--- config.mk ---
export PLATFORM = sky130hd
export DESIGN_NAME = uart_rx
export DESIGN_NICKNAME = d
export VERILOG_FILES = /design/src/rtl/uart_pkg.sv /design/src/rtl/sync_2ff.sv /design/src/rtl/uart_rx.sv
export SDC_FILE = /design/constraint.sdc
export NUM_CORES = 1
export LEC_CHECK = 0
export CAP_MARGIN = 20
export CORE_ASPECT_RATIO = 1.5
export CORE_MARGIN = 4
export CORE_UTILIZATION = 42
export DETAILED_ROUTE_END_ITERATION = 10
export PLACE_DENSITY_LB_ADDON = 0.15
export SLEW_MARGIN = 20
export SYNTH_ARGS = -nofsm -noshare
export SYNTH_HDL_FRONTEND = slang
export SYNTH_SLANG_ARGS = --single-unit
--- constraint.sdc ---
create_clock -name clk -period 2.1 [get_ports clk]
set_input_delay 0.315 -clock clk [delete_from_list [all_inputs] [get_ports clk]]
set_output_delay 0.315 -clock clk [all_outputs]
set_load 0.01 [all_outputs]
--- src/rtl/uart_pkg.sv ---
// Constants and state encoding shared by the UART receiver and transmitter.
package uart_pkg;

  localparam int DEFAULT_CLKS_PER_BIT = 434;
  localparam int DATA_BITS            = 8;

  typedef enum logic [2:0] {
    IDLE      = 3'd0,
    START     = 3'd1,
    DATA      = 3'd2,
    STOP      = 3'd3,
    WAIT_HIGH = 3'd4
  } uart_state_e;

endpackage

--- src/rtl/sync_2ff.sv ---
// Generic single-bit two-flop synchronizer with a configurable reset value.
module sync_2ff #(
  parameter logic RESET_VAL = 1'b0
) (
  input  logic clk_i,
  input  logic rst_ni,
  input  logic d_i,
  output logic q_o
);

  logic meta_q;
  logic sync_q;

  always_ff @(posedge clk_i or negedge rst_ni) begin
    if (!rst_ni) begin
      meta_q <= RESET_VAL;
      sync_q <= RESET_VAL;
    end else begin
      meta_q <= d_i;
      sync_q <= meta_q;
    end
  end

  assign q_o = sync_q;

endmodule

--- src/rtl/uart_rx.sv ---
// 8N1 UART receiver: mid-bit sampling, single-byte holding register with
// valid/ready handoff, framing-error pulse and sticky overrun flag.
module uart_rx
  import uart_pkg::*;
#(
  parameter int CLKS_PER_BIT = DEFAULT_CLKS_PER_BIT
) (
  input  logic                 clk,
  input  logic                 reset,
  input  logic                 rx,
  output logic [DATA_BITS-1:0] data_out,
  output logic                 data_valid,
  input  logic                 data_ready,
  output logic                 frame_err,
  output logic                 overrun,
  output logic                 busy
);

  localparam int CNT_W = $clog2(CLKS_PER_BIT);
  localparam int IDX_W = $clog2(DATA_BITS);
  localparam logic [CNT_W-1:0] BIT_LAST  = CNT_W'(CLKS_PER_BIT - 1);
  localparam logic [CNT_W-1:0] HALF_LAST = CNT_W'(CLKS_PER_BIT / 2 - 1);
  localparam logic [IDX_W-1:0] IDX_LAST  = IDX_W'(DATA_BITS - 1);

  uart_state_e          state_q, state_d;
  logic [CNT_W-1:0]     cnt_q, cnt_d;
  logic [IDX_W-1:0]     idx_q, idx_d;
  logic [DATA_BITS-1:0] shift_q, shift_d;
  logic [DATA_BITS-1:0] data_q, data_d;
  logic                 valid_q, valid_d;
  logic                 ferr_q, ferr_d;
  logic                 ovr_q, ovr_d;
  logic                 frame_good;
  logic                 rxs;

  sync_2ff #(
    .RESET_VAL(1'b1)
  ) u_rx_sync (
    .clk_i (clk),
    .rst_ni(reset),
    .d_i   (rx),
    .q_o   (rxs)
  );

  always_comb begin
    state_d    = state_q;
    cnt_d      = cnt_q;
    idx_d      = idx_q;
    shift_d    = shift_q;
    data_d     = data_q;
    valid_d    = valid_q;
    ferr_d     = 1'b0;
    ovr_d      = ovr_q;
    frame_good = 1'b0;

    unique case (state_q)
      IDLE: begin
        cnt_d = '0;
        idx_d = '0;
        if (!rxs) state_d = START;
      end
      START: begin
        // A line that is high again at mid start bit was only a glitch.
        if (cnt_q == HALF_LAST) begin
          cnt_d   = '0;
          state_d = rxs ? IDLE : DATA;
        end else begin
          cnt_d = cnt_q + CNT_W'(1);
        end
      end
      DATA: begin
        if (cnt_q == BIT_LAST) begin
          cnt_d   = '0;
          shift_d = {rxs, shift_q[DATA_BITS-1:1]};
          idx_d   = idx_q + IDX_W'(1);
          if (idx_q == IDX_LAST) state_d = STOP;
        end else begin
          cnt_d = cnt_q + CNT_W'(1);
        end
      end
      STOP: begin
        if (cnt_q == BIT_LAST) begin
          cnt_d = '0;
          if (rxs) begin
            frame_good = 1'b1;
            state_d    = IDLE;
          end else begin
            ferr_d  = 1'b1;
            state_d = WAIT_HIGH;
          end
        end else begin
          cnt_d = cnt_q + CNT_W'(1);
        end
      end
      WAIT_HIGH: begin
        // A held break must end before a new start bit can be recognised.
        if (rxs) state_d = IDLE;
      end
      default: state_d = IDLE;
    endcase

    if (valid_q && data_ready) valid_d = 1'b0;

    if (frame_good) begin
      if (!valid_q || data_ready) begin
        data_d  = shift_q;
        valid_d = 1'b1;
      end else begin
        ovr_d = 1'b1;
      end
    end
  end

  always_ff @(posedge clk or negedge reset) begin
    if (!reset) begin
      state_q <= IDLE;
      cnt_q   <= '0;
      idx_q   <= '0;
      shift_q <= '0;
      data_q  <= '0;
      valid_q <= 1'b0;
      ferr_q  <= 1'b0;
      ovr_q   <= 1'b0;
    end else begin
      state_q <= state_d;
      cnt_q   <= cnt_d;
      idx_q   <= idx_d;
      shift_q <= shift_d;
      data_q  <= data_d;
      valid_q <= valid_d;
      ferr_q  <= ferr_d;
      ovr_q   <= ovr_d;
    end
  end

  assign data_out   = data_q;
  assign data_valid = valid_q;
  assign frame_err  = ferr_q;
  assign overrun    = ovr_q;
  assign busy       = (state_q != IDLE);

endmodule

# Word level (Yosys, flattened, before mapping)
# Cells that the tools add are included.
[op_classes] mux=23 addsub=2 n_reduce_logical=13 n_eq_ne=13 n_bitwise=1
[op_table] op="9-bit one-hot mux with 3 select lines" n=1
[op_table] op="3-bit 2-to-1 mux" n=8
[op_table] op="9-bit 2-to-1 mux" n=2
[op_table] op="3-bit one-hot mux with 5 select lines" n=1
[op_table] op="2-bit != test, second input constant" n=5
[op_table] op="9-bit by 1-bit adder with 9-bit output, second input constant" n=1
[op_table] op="9-bit by 8-bit equality test with 1-bit output, second input constant" n=1
[op_table] op="9-bit equality test, second input constant" n=1
[op_table] op="1-bit 2-to-1 mux" n=9
[op_table] op="2-bit AND reduction" n=4
[op_table] op="3-bit by 2-bit equality test with 1-bit output, second input constant" n=2
[op_table] op="3-bit equality test, second input constant" n=2
[op_table] op="3-bit one-hot mux with 2 select lines" n=1
[op_table] op="6-bit AND reduction" n=1
[op_table] op="3-bit nonzero test" n=2
[op_table] op="3-bit by 1-bit adder with 3-bit output, second input constant" n=1
[op_table] op="3-bit by 1-bit equality test with 1-bit output, second input constant" n=1
[op_table] op="3-bit logical NOT" n=1
[op_table] op="2-bit 2-to-1 mux" n=1
[op_table] op="2-bit by 1-bit != test with 1-bit output, second input constant" n=1
[op_table] op="2-bit nonzero test" n=1
[op_table] op="2-bit OR reduction" n=1
[op_table] op="1-bit logical AND" n=1
[op_table] op="1-bit logical NOT" n=1
[op_table] op="2 further kinds" n=2
[word_totals] wordCells=62 output_inout_bits=12 regBits=36

# Logic depth before layout (Yosys ltp)
[logic_depth] word_depth=4 mapped_depth=7

# Cells and area by module
# From an unflattened synthesis, not the netlist that was laid out.
[hier_totals] hier_cells=147 area_unflattened_um2=1667.8
[by_module_without_submodules] mod="uart_rx" instances=1 seq_area_each_um2=850.8 area_per_inst_um2=1615.3 cells_each=145
[by_module_without_submodules] mod="sync_2ff" instances=1 seq_area_each_um2=52.6 area_per_inst_um2=52.6 cells_each=2

# Worst setup path before layout
# No wires, ideal clock.
[synth_path] path_kind="reg-to-reg" start="reg cnt_q[0]" end="reg cnt_q[3]" setup_time_ps=131 arrival_time_ps=1642 path_buffers=1 slack_ps=327 path_stages_with_launch=8 synth_period_minus_slack_ps=1773 cell_sequence="dfrtp_1 inv_1 ha_1 or4b_1 o31a_1 buf_6 o21ai_2 o211ai_1"
[synth_between] elab_chain_len=3 elab_cells_between_ends=6 cone_classes="1 x add/sub; 2 x eq/ne; 3 x mux"
[synth_lines] element="from (decl)" line_no="uart_rx.sv:26" rtl="logic [CNT_W-1:0] cnt_q, cnt_d;"
[synth_lines] element="from (signal assigned)" line_no="uart_rx.sv:126" rtl="cnt_q <= cnt_d;"
[synth_lines] element="9-bit by 1-bit adder with 9-bit output, or another cell as far along" line_no="uart_rx.sv:68, uart_rx.sv:78, uart_rx.sv:92"
[synth_lines] element="9-bit 2-to-1 mux, on equally long branches" line_no="uart_rx.sv:72, uart_rx.sv:82, uart_rx.sv:64"
[synth_lines] element="9-bit one-hot mux with 3 select lines *" line_no="uart_rx.sv:56" rtl="unique case (state_q)"
# Every way passes the cells marked *; elsewhere a longest branch is shown, timed or not.
# A chain may end at the register's enable or synchronous reset.

# Worst setup path after layout
[layout_path] start="reg state_q[1]" end="out busy"
[layout_between] elab_chain_len=1
[layout_lines] element="from (decl)" line_no="uart_rx.sv:25" rtl="uart_state_e state_q, state_d;"
[layout_lines] element="from (signal assigned)" line_no="uart_rx.sv:125" rtl="state_q <= state_d;"
[layout_lines] element="3-bit nonzero test" line_no="uart_rx.sv:140" rtl="assign busy = (state_q != IDLE);"
[layout_lines] element="to (decl)" line_no="uart_rx.sv:16" rtl="output logic busy"
# No other way between the ends.

==> impl_metrics.ini <==
[synthesis]
avgSynthCellArea_sq_um = 11.4
yosys_most_used_dff = dfrtp_1
async_flop_share = 1.00
synth_edf_count = 0
synth-seq-area-share = 0.530
syn_area_sq_mm = 0.00170
synth_cell_types = 37
syn_nets = 158
synth_warnings = 0
syn_inst = 149
ys_ff_latch = 36

[sta]
final_hold_viol_count = 0
setup_violations = 0
worstMarginPinSlew_ps = 449
drv_slew = 0
fin_crit_sh = 0.960
final.setup.tns_ps = 0
whs_ps = 357
fmax_ghz = 0.496
rsz0062_at_grt = no
slew_headroom = 0.701
finalClockSkew_ps = 4.87
fin_crit_ps = 2020

[floorplanning]
std_cell_rows = 28
start_util = 0.434
io_pins = 16
die_area_sq_mm = 0.00516
coreArea_sq_mm = 0.00392
die_width_um = 60.0
die_h_um = 86.0

[pwr]
peakVddDrop_uv = 476
power_w = 0.00124
p_leak_nw = 0.958
power_density_mw_per_mm2 = 612

[critical_path]
crit_start = state_q[1]
rrSetupSlack_ps = 160
crit_arrival_ps = 1700
path_cells = or3_1 > clkdlybuf4s50_1
path_delay_family = buffers and inverters
worst_path_max_delay_cell = clkdlybuf4s50_1
worstReg2RegStart = cnt_q[0]
crit_path_end_kind = primary output
critPathKind = reg2out
critPathRequiredTime_ps = 1780
crit_buf_inv = 1
critPathMaxFanout = 9
worstSetupStartpointType = flip-flop
max_stage_delay_ps = 510

[clock_tree]
cts_tree = done
cts.reportedPaths.clkPinSlew_ps = 80
htree_levels = 2
cts_hold_buf = 0
clock_path_buffers = 2
root_buffer = clkbuf_8
clkSinkCount = 36
clkLatencyLatePin_ps = 280
numCtsBuffers = 5

[finish]
nets = 180
syn_to_final_growth_pct = 18.9
n_fill_cell = 366
drive_gt1_frac = 0.256
n_antenna_cell = 0
fin_util = 0.516
final_common_cell = dfrtp_1
final_cell_mix = dfrtp_1, nand2_1, mux2_2, clkdlybuf4s50_1, inv_1

[global_route]
grt_pass1_vias = 1264
grt_max_degree = 37
grt_pass1_wl_mm = 5.57
grtUsageTotal = 0.140
antenna_found_initial = 0
grt-ovfl-total = 0

[place]
place.gp.congestion = 0.787
place.port_buffers = 15
dp_hpwl_mm = 2.29

[job]
cap_viol_max_count = 0

[route]
ant_nets = 0
first_iter_violations = 50
viasPerCell = 5.49
routedWlPerCell_um = 14.9
routed_wl_mm = 3.23
drc = 0
dr.pass1.iters = 4
dr_total_vias = 1191

[status]
status = finished clean

[min_path]
hp-class = reg2reg
worstHoldStart = u_rx_sync.meta_q
final cells by class:
cell class                 instances  area (sq um)  share of cell area
multi-input combinational         99           744               0.368
clock buffer                       6          82.6              0.0408
sequential                        36           905               0.447
timing repair buffer              20           188              0.0927
tap                               45          56.3              0.0278
inverter                           9          33.8              0.0167
clock inverter                     2          15.0             0.00742
cell usage after synthesis (all sizes together), types with 2 or more instances:
master / n / share of area
dfrtp: 34 / 0.50
nand2: 19 / 0.042
mux2: 16 / 0.11
inv: 9 / 0.020
o21ai: 9 / 0.033
ha: 5 / 0.037
nand3: 5 / 0.015
nor2: 5 / 0.015
o22ai: 5 / 0.037
a21oi: 4 / 0.014
buf: 3 / 0.012
nor3: 3 / 0.0088
nor4: 3 / 0.011
o21a: 3 / 0.013
o31a: 3 / 0.015
a21boi: 2 / 0.0088
clkbuf: 2 / 0.0051
dfstp: 2 / 0.031
nand4: 2 / 0.0073
nor2b: 2 / 0.0073
o211ai: 2 / 0.0088
or3: 2 / 0.0073
state kept, by name (all words and copies together), names as in the netlist:
register	count
cnt_q	9
data_out	8
shift_q	8
idx_q	3
state_q	3
data_valid	1
frame_err	1
overrun	1
u_rx_sync.meta_q	1
u_rx_sync.q_o	1
through the flow:
stage / cell area [sq um] / worst slack [ps] / cells
after floorplan: 1700 / 327 / 149
after global placement: 1910 / 127 / 208
after detailed placement: 1910 / 62.8 / 208
after CTS: 2010 / 7.86 / 216
after global routing: 2020 / 1.75 / 217
final: 2020 / 84.9 / 217
where the power goes:
group / switching, W / internal (W) / total (W)
Sequential: 0.00000187 / 0.000696 / 0.000698
Combinational: 0.0000146 / 0.00000665 / 0.0000213
Clock: 0.000253 / 0.000265 / 0.000519
kinds of logic after synthesis:
kind of cell | share of synthesized area
mux | 0.106
buf+inv | 0.0375
simple gates | 0.155
compound gates | 0.134
fa+ha+maj | 0.0367
flops | 0.530
per-layer routing:
metal	GRT usage	routed length, um	up-vias
li1	-	-	576
met2	0.248	1780	11
met1	0.159	1350	602
met3	0.0346	73	2
met4	0.0484	25	0
met5	0	0	-
what timing repair did:
action	CTS	global route
hold endpoints to repair	0	0
gates cloned	0	0
buffers inserted	0	1
resized for setup	1	2
setup endpoints to repair	1	9
final timing paths:
check / cells after the start / endpoint
worst max-delay path: 2 / busy
worst min-delay path: 0 / u_rx_sync.q_o
worst max register to register: 6 / state_q[1]
worst min register to register: 0 / u_rx_sync.q_o
max in group asynchronous: 2 / u_rx_sync.q_o
min in group asynchronous: 2 / data_out[1]
No activity file was read; power rests on OpenSTA's default activity.
